--- config.mk ---
export PLATFORM = sky130hd
export DESIGN_NAME = la_rle_capture_flat
export DESIGN_NICKNAME = d
export VERILOG_FILES = /design/src/rtl/la_rle_capture_if.sv /design/src/rtl/la_rle_capture.sv /design/src/flat_wrapper.sv
export SDC_FILE = /design/constraint.sdc
export NUM_CORES = 2
export LEC_CHECK = 0
export CORE_MARGIN = 4
export CORE_UTILIZATION = 65
export DETAILED_ROUTE_END_ITERATION = 16
export HOLD_SLACK_MARGIN = 0.08
export PLACE_DENSITY = 0.8
export SLEW_MARGIN = 20
export SYNTH_ARGS = -nofsm -noshare
export SYNTH_HDL_FRONTEND = slang
export SYNTH_SLANG_ARGS = --single-unit
--- constraint.sdc ---
create_clock -name axis_clk -period 9.45 [get_ports axis_clk]
set_clock_uncertainty 0.15 [all_clocks]
set_input_delay 1.89 -clock axis_clk [delete_from_list [all_inputs] [get_ports axis_clk]]
set_output_delay 1.89 -clock axis_clk [all_outputs]
set_load 0.02 [all_outputs]
--- src/rtl/la_rle_capture_if.sv ---
// AXI-Stream style trace uplink bundle between the capture engine and its consumer.
`timescale 1ns/1ps
interface la_rle_capture_if #(
    parameter int TW = 32
);
    logic [TW-1:0] m_tdata;
    logic          m_tvalid;
    logic          m_tready;
    logic          m_tlast;

    modport master (output m_tdata, m_tvalid, m_tlast, input m_tready);
    modport slave  (input m_tdata, m_tvalid, m_tlast, output m_tready);
endinterface

--- src/rtl/la_rle_capture.sv ---
// Logic-analyzer capture engine: trigger, run-length encoding of masked channels into
// {repeat_count, value} traces, overflow dropping with null-word resync, FWFT FIFO and AXIS packetising.
//
//   state   | meaning
//   IDLE    | disabled, FIFO may still hold data from a previous run
//   ARMED   | enabled, waiting for trigger (immediate or pattern)
//   CAPTURE | run-length encoding, one trace per value change or counter saturation
//   DRAIN   | push final trace with last-flag, then wait for FIFO empty
`timescale 1ns/1ps
module la_rle_capture #(
    parameter int NUM_CH     = 24,
    parameter int RC_WIDTH   = 8,
    parameter int FIFO_DEPTH = 64,
    localparam int TW = NUM_CH + RC_WIDTH,
    localparam int LW = $clog2(FIFO_DEPTH) + 1,
    localparam int PW = $clog2(FIFO_DEPTH)
) (
    input  logic                axis_clk,
    input  logic                axis_rst,
    input  logic                cfg_enable,
    input  logic [NUM_CH-1:0]   cfg_ch_mask,
    input  logic                cfg_trig_mode,
    input  logic [NUM_CH-1:0]   cfg_trig_mask,
    input  logic [NUM_CH-1:0]   cfg_trig_value,
    input  logic [LW-1:0]       cfg_h_thresh,
    input  logic [LW-1:0]       cfg_l_thresh,
    input  logic [7:0]          cfg_pkt_len,
    input  logic [NUM_CH-1:0]   up_la_data,
    la_rle_capture_if.master    m_axis,
    output logic                la_hpri_req,
    output logic [LW-1:0]       fifo_level,
    output logic [15:0]         drop_count,
    output logic [1:0]          la_state
);
    typedef enum logic [1:0] {
        S_IDLE    = 2'd0,
        S_ARMED   = 2'd1,
        S_CAPTURE = 2'd2,
        S_DRAIN   = 2'd3
    } state_t;

    localparam logic [LW-1:0]       FULL_LVL = LW'(FIFO_DEPTH);
    localparam logic [RC_WIDTH-1:0] RC_MAX   = {RC_WIDTH{1'b1}};

    state_t              state_q, state_d;
    logic [RC_WIDTH-1:0] rc_q, rc_d;
    logic [NUM_CH-1:0]   r_val_q, r_val_d;
    logic                blocked_q, blocked_d;
    logic                drained_q, drained_d;
    logic [15:0]         drop_q, drop_d;
    logic [7:0]          beat_q, beat_d;
    logic                hpri_q, hpri_d;
    logic [LW-1:0]       level_q, level_d;
    logic [PW-1:0]       wr_ptr_q, wr_ptr_d;
    logic [PW-1:0]       rd_ptr_q, rd_ptr_d;

    logic [TW:0]         mem [FIFO_DEPTH];
    logic [TW:0]         head;
    logic                push, push_last, pop, drop_evt;
    logic [TW-1:0]       push_word, trace;
    logic                trig_hit, chg, emit, level_full, tvalid, tlast;
    logic [7:0]          pkt_eff;

    assign trace      = {rc_q, r_val_q & cfg_ch_mask};
    assign trig_hit   = (up_la_data & cfg_trig_mask) == (cfg_trig_value & cfg_trig_mask);
    assign chg        = |(cfg_ch_mask & (up_la_data ^ r_val_q));
    assign emit       = chg || (rc_q == RC_MAX);
    assign level_full = (level_q == FULL_LVL);
    assign pkt_eff    = (cfg_pkt_len == 8'd0) ? 8'd1 : cfg_pkt_len;
    assign head       = mem[rd_ptr_q];
    assign tvalid     = (level_q != '0);
    assign tlast      = tvalid && ((beat_q == pkt_eff) || head[TW]);
    assign pop        = tvalid && m_axis.m_tready;

    always_comb begin
        state_d   = state_q;
        rc_d      = rc_q;
        r_val_d   = r_val_q;
        blocked_d = blocked_q;
        drained_d = drained_q;
        drop_d    = drop_q;
        push      = 1'b0;
        push_last = 1'b0;
        push_word = '0;
        drop_evt  = 1'b0;

        case (state_q)
            S_IDLE: begin
                if (cfg_enable) begin
                    state_d = S_ARMED;
                    drop_d  = '0;
                end
            end
            S_ARMED: begin
                if (!cfg_enable) begin
                    state_d = S_IDLE;
                end else if (!cfg_trig_mode || trig_hit) begin
                    state_d = S_CAPTURE;
                    r_val_d = up_la_data;
                    rc_d    = RC_WIDTH'(1);
                end
            end
            S_CAPTURE: begin
                if (!cfg_enable) begin
                    state_d   = S_DRAIN;
                    drained_d = 1'b0;
                end else begin
                    if (emit) begin
                        r_val_d = up_la_data;
                        rc_d    = RC_WIDTH'(1);
                    end else begin
                        rc_d = rc_q + 1'b1;
                    end
                    // The null word marks the gap in the trace stream; a trace in the same cycle is lost.
                    if (blocked_q && (level_q <= cfg_l_thresh)) begin
                        push      = 1'b1;
                        blocked_d = 1'b0;
                        drop_evt  = emit;
                    end else if (emit) begin
                        if (blocked_q || level_full) begin
                            blocked_d = 1'b1;
                            drop_evt  = 1'b1;
                        end else begin
                            push      = 1'b1;
                            push_word = trace;
                        end
                    end
                end
            end
            S_DRAIN: begin
                if (!drained_q) begin
                    if (!level_full) begin
                        push      = 1'b1;
                        push_word = trace;
                        push_last = 1'b1;
                        drained_d = 1'b1;
                        blocked_d = 1'b0;
                    end
                end else if (level_q == '0) begin
                    state_d = S_IDLE;
                end
            end
            default: state_d = S_IDLE;
        endcase

        if (drop_evt && (drop_q != 16'hFFFF)) begin
            drop_d = drop_q + 16'd1;
        end
    end

    always_comb begin
        level_d  = level_q;
        wr_ptr_d = wr_ptr_q;
        rd_ptr_d = rd_ptr_q;
        beat_d   = beat_q;
        hpri_d   = hpri_q;

        if (push) wr_ptr_d = wr_ptr_q + 1'b1;
        if (pop)  rd_ptr_d = rd_ptr_q + 1'b1;
        case ({push, pop})
            2'b10:   level_d = level_q + 1'b1;
            2'b01:   level_d = level_q - 1'b1;
            default: level_d = level_q;
        endcase

        if (pop) beat_d = tlast ? 8'd1 : beat_q + 8'd1;

        if ((state_q == S_IDLE) || (level_q < cfg_l_thresh)) begin
            hpri_d = 1'b0;
        end else if (level_q >= cfg_h_thresh) begin
            hpri_d = 1'b1;
        end
    end

    always_ff @(posedge axis_clk or posedge axis_rst) begin
        if (axis_rst) begin
            state_q   <= S_IDLE;
            rc_q      <= RC_WIDTH'(1);
            r_val_q   <= '0;
            blocked_q <= 1'b0;
            drained_q <= 1'b0;
            drop_q    <= '0;
            beat_q    <= 8'd1;
            hpri_q    <= 1'b0;
            level_q   <= '0;
            wr_ptr_q  <= '0;
            rd_ptr_q  <= '0;
        end else begin
            state_q   <= state_d;
            rc_q      <= rc_d;
            r_val_q   <= r_val_d;
            blocked_q <= blocked_d;
            drained_q <= drained_d;
            drop_q    <= drop_d;
            beat_q    <= beat_d;
            hpri_q    <= hpri_d;
            level_q   <= level_d;
            wr_ptr_q  <= wr_ptr_d;
            rd_ptr_q  <= rd_ptr_d;
        end
    end

    // Storage needs no reset: an empty FIFO masks whatever the array holds.
    always_ff @(posedge axis_clk) begin
        if (push) mem[wr_ptr_q] <= {push_last, push_word};
    end

    assign m_axis.m_tvalid = tvalid;
    assign m_axis.m_tdata  = tvalid ? head[TW-1:0] : '0;
    assign m_axis.m_tlast  = tlast;
    assign la_hpri_req     = hpri_q;
    assign fifo_level      = level_q;
    assign drop_count      = drop_q;
    assign la_state        = state_q;
endmodule

--- src/flat_wrapper.sv ---
// flat-port wrapper written by rule: the top's interface ports become plain ports
module la_rle_capture_flat 
#(
    parameter int NUM_CH     = 24,
    parameter int RC_WIDTH   = 8,
    parameter int FIFO_DEPTH = 64,
    localparam int TW = NUM_CH + RC_WIDTH,
    localparam int LW = $clog2(FIFO_DEPTH) + 1,
    localparam int PW = $clog2(FIFO_DEPTH)
)
  (axis_clk, axis_rst, cfg_enable, cfg_ch_mask, cfg_trig_mode, cfg_trig_mask, cfg_trig_value, cfg_h_thresh, cfg_l_thresh, cfg_pkt_len, up_la_data, la_hpri_req, fifo_level, drop_count, la_state, m_axis_m_tdata, m_axis_m_tvalid, m_axis_m_tlast, m_axis_m_tready);
  la_rle_capture_if #(.TW((32))) m_axis_i ();
  input  logic axis_clk;
  input  logic axis_rst;
  input  logic cfg_enable;
  input  logic [NUM_CH-1:0] cfg_ch_mask;
  input  logic cfg_trig_mode;
  input  logic [NUM_CH-1:0] cfg_trig_mask;
  input  logic [NUM_CH-1:0] cfg_trig_value;
  input  logic [LW-1:0] cfg_h_thresh;
  input  logic [LW-1:0] cfg_l_thresh;
  input  logic [7:0] cfg_pkt_len;
  input  logic [NUM_CH-1:0] up_la_data;
  output logic la_hpri_req;
  output logic [LW-1:0] fifo_level;
  output logic [15:0] drop_count;
  output logic [1:0] la_state;
  output wire logic [$bits(m_axis_i.m_tdata)-1:0] m_axis_m_tdata;
  output wire logic [$bits(m_axis_i.m_tvalid)-1:0] m_axis_m_tvalid;
  output wire logic [$bits(m_axis_i.m_tlast)-1:0] m_axis_m_tlast;
  input wire logic [$bits(m_axis_i.m_tready)-1:0] m_axis_m_tready;
  assign m_axis_m_tdata = m_axis_i.m_tdata;
  assign m_axis_m_tvalid = m_axis_i.m_tvalid;
  assign m_axis_m_tlast = m_axis_i.m_tlast;
  assign m_axis_i.m_tready = m_axis_m_tready;
  la_rle_capture #(.NUM_CH(NUM_CH), .RC_WIDTH(RC_WIDTH), .FIFO_DEPTH(FIFO_DEPTH)) u_core (.axis_clk(axis_clk), .axis_rst(axis_rst), .cfg_enable(cfg_enable), .cfg_ch_mask(cfg_ch_mask), .cfg_trig_mode(cfg_trig_mode), .cfg_trig_mask(cfg_trig_mask), .cfg_trig_value(cfg_trig_value), .cfg_h_thresh(cfg_h_thresh), .cfg_l_thresh(cfg_l_thresh), .cfg_pkt_len(cfg_pkt_len), .up_la_data(up_la_data), .m_axis(m_axis_i), .la_hpri_req(la_hpri_req), .fifo_level(fifo_level), .drop_count(drop_count), .la_state(la_state));
endmodule
==> results.sh <==
export IMPL_io_pins=183
export IMPL_rsz0062_at_grt="false"
export IMPL_die_area_mm2=0.138
export IMPL_num_vias=44847
export IMPL_cts_clk_slew_worst_paths_ps=60
export IMPL_cts_buffers=202
export IMPL_finalSetupTns_ps=0
export IMPL_drt_wirelength_per_cell_um=42.4
export IMPL_dp_hpwl_um=122000
export IMPL_ys_ff_latch=2192
export IMPL_antenna_found_initial=10
export IMPL_die_x_um=371
export IMPL_synth_area_leaders="edfxtp_1 74%, mux4_2 18%, dfrtp_1 2.3%"
export IMPL_layout_drive_gt1_share_pct=30.5
export IMPL_async_reset_ff_share_pct=3.65
export IMPL_fin_crit_ps=7170
export IMPL_grt_overflow=0
export IMPL_hold_depth=1
export IMPL_place_congestion=0.840
export IMPL_grt_pass1_wl_um=353000
export IMPL_grt_max_degree=155
export IMPL_hp_class="reg -> reg"
export IMPL_swShare_pct=30.0
export IMPL_ys_types=55
export IMPL_cts_tree="done"
export IMPL_max_vdd_ir_drop_v=0.000324
export IMPL_critical_path_required_ps=7410
export IMPL_slowest_stage="dfrtp_4"
export IMPL_reg2reg_depth=16
export IMPL_synth_seq_area_share_pct=76.2
export IMPL_p_comb_share_pct=28.5
export IMPL_die_h_um=371
export IMPL_status="finished clean"
export IMPL_relSlewSlack_pct=24.5
export IMPL_drt_pre_antenna_iters=5
export IMPL_slew_viol_final=0
export IMPL_initial_core_util_pct=65.4
export IMPL_max_freq_mhz=139
export IMPL_synth_cells=3670
export IMPL_area_growth_pct=13.4
export IMPL_vias_per_cell=7.57
export IMPL_hold_buffers=0
export IMPL_timing_final_ws_setup_ps=2280
export IMPL_portBuffers=182
export IMPL_switching_power_w=0.00826
export IMPL_nets=4139
export IMPL_synth_ff_type="edfxtp_1"
export IMPL_start_kind="flop"
export IMPL_drc=0
export IMPL_cts_resized=0
export IMPL_drt_iter0_markers=8443
export IMPL_crit_type="reg -> out"
export IMPL_synth_edf_count=2112
export IMPL_grt_pass1_vias=45133
export IMPL_cap_violations=0
export IMPL_dp_slack_ps=2620
export IMPL_cp_arrival_ps=5130
export IMPL_p_int_w=0.0193
export IMPL_yosys_warnings=0
export IMPL_power_density_mw_per_mm2=283
export IMPL_ant_nets=0
export IMPL_syn_area_mm2=0.0858
export IMPL_routed_wl_um=251000
export IMPL_post_cts_buffers=0
export IMPL_slowest_delay_ps=960
export IMPL_synth_top_area_share_pct=73.9
export IMPL_critPathMaxFanout=144
export IMPL_finalCritPeriodShare_pct=75.9
export IMPL_cts_sinks=2192
export IMPL_path_cells="buf_12 -> mux4_2 -> mux4_2 -> mux4_2 -> and2_1 -> clkdlybuf4s50_1"
export IMPL_hold_viol=0
export IMPL_avgSynthCellArea_um2=23.4
export IMPL_cp_end_kind="primary output"
export IMPL_clk_path_buf_depth=3
export IMPL_rows=133
export IMPL_seqPwrFrac_pct=41.1
export IMPL_worstSkewPairLatency_ps=840
export IMPL_setup_viol=0
export IMPL_path_common_cell="mux4_2"
export IMPL_cts_root_buf="clkbuf_16"
export IMPL_syn_nets=3815
export IMPL_yosysTopAreaCell="edfxtp_1"
export IMPL_grt_total_usage_pct=37.5
export IMPL_cellLeakagePower_nw=30.8
export IMPL_core_area_mm2=0.131
export IMPL_ctsHtreeMaxLevel=4
export IMPL_tightest_slew_ps=1130
export IMPL_clock_power_share_pct=30.5
==> area by class of cell <==
| class | count | area, µm² |
|---|---|---|
| multi-input combinational | 1258 | 19900 |
| tap | 1755 | 2200 |
| antenna | 8 | 20.0 |
| inverter | 24 | 98.8 |
| clock inverter | 126 | 1270 |
| timing repair buffer | 316 | 2980 |
| fill | 6402 | 34000 |
| sequential | 2192 | 65400 |
| clock buffer | 246 | 5370 |
==> state kept, by name, indices dropped and copies added, names as in the netlist, named ones only <==
| register | flops |
|---|---|
| u_core.la_state | 1 |
| u_core.beat_q | 8 |
| u_core.wr_ptr_q | 6 |
| u_core.rd_ptr_q | 6 |
| u_core.mem | 2112 |
| u_core.rc_q | 8 |
| u_core.drained_q | 1 |
| u_core.fifo_level | 7 |
| u_core.blocked_q | 1 |
| u_core.drop_count | 16 |
| u_core.la_hpri_req | 1 |
| u_core.r_val_q | 24 |
==> worst max-delay path, delay by kind of cell (launching register included) <==
kind          cells  cell delay [ps]
mux               3             1640
flops             1              960
buf+inv           2             1140
simple gates      1              250
==> Yosys cell counts (12+ instances only) <==
cell type,number
and2_1,49
buf_2,58
xor2_1,56
nand3_1,16
mux4_2,687
xnor2_1,24
dfrtp_1,78
nor3_1,71
nand2_1,43
buf_1,34
inv_1,22
clkbuf_1,98
o21ai_0,19
mux2_2,32
and3_1,35
nor2_1,27
mux2i_1,12
a21oi_1,18
edfxtp_1,2112
ha_1,22
a22oi_1,28
==> cells in the final DEF (no fill, tap or decap), drive strengths merged, types with 4 or more instances in the layout <==
cell / instances
nand2b: 9
mux2: 32
and2: 49
xor2: 56
a21oi: 18
nand3: 16
nor4: 7
buf: 134
nor2: 27
nor3: 72
clkdlybuf4s50: 182
mux4: 687
dfrtp: 78
mux2i: 12
a221oi: 4
o21ai: 20
inv: 31
edfxtp: 2112
diode: 8
a21o: 10
ha: 22
nand4: 11
clkinv: 79
nand3b: 7
clkinvlp: 16
a31oi: 6
clkbuf: 246
xnor2: 24
a22oi: 28
bufinv: 24
or3: 9
nand2: 43
o31ai: 4
nor2b: 10
or3b: 4
a22o: 8
and3: 35
==> kinds of logic (layout without fill, tap and decap cells) <==
group | Yosys count | after routing | synth area share [%]
muxes | 731 | 731 | 18.6
and+or+nand+nor | 309 | 309 | 2.01
adders and majority gates | 22 | 22 | 0.321
xor gates and xnor gates | 80 | 80 | 0.816
AOI/OAI and AO/OA | 116 | 116 | 0.932
DFF | 2192 | 2192 | 76.2
buffers and inverters | 220 | 712 | 1.09
other | 0 | 8 | 0
==> final timing paths <==
check                                         to                  start  slack, ps
max                           m_axis_m_tdata[20]     u_core.rd_ptr_q[1]       2280
min reg2reg                u_core.drop_count[14]  u_core.drop_count[14]        360
min                        u_core.drop_count[14]  u_core.drop_count[14]        360
min in group asynchronous   u_core.drop_count[6]               axis_rst       1200
max in group asynchronous     u_core.rd_ptr_q[1]               axis_rst       6660
max reg2reg                 u_core.fifo_level[6]   u_core.fifo_level[2]       3890
==> power by group through the flow <==
stage               Combinational (W)  Clock, W  Sequential, W
detailed placement            0.00758         0         0.0115
global placement              0.00747         0         0.0115
CTS                           0.00782   0.00843         0.0113
floorplan                     0.00526         0         0.0113
global route                  0.00818   0.00889         0.0113
finish                        0.00784   0.00841         0.0113
==> metrics by stage <==
step / cells / power, W / instance area [µm²] / utilization [%] / hold WS, ps
after floorplan: 3670 / 0.0166 / 85800 / - / 357
after global placement: 5545 / 0.0189 / 90600 / 69.0 / 332
after detailed placement: 5545 / 0.0191 / 90600 / 69.0 / 340
after CTS: 5917 / 0.0275 / 97200 / 74.0 / 354
after global routing: 5917 / 0.0284 / 97300 / 74.1 / 388
final: 5925 / 0.0276 / 97300 / 74.1 / 355
==> routing by layer <==
metal	up-vias	track usage, %	part of all wire, %
li1	16351	-	-
met4	6	17.8	5.8
met5	-	0.392	0.016
met1	23255	50.0	32
met3	824	11.3	14
met2	4411	58.1	48
No activity file was read; power rests on OpenSTA's default activity.
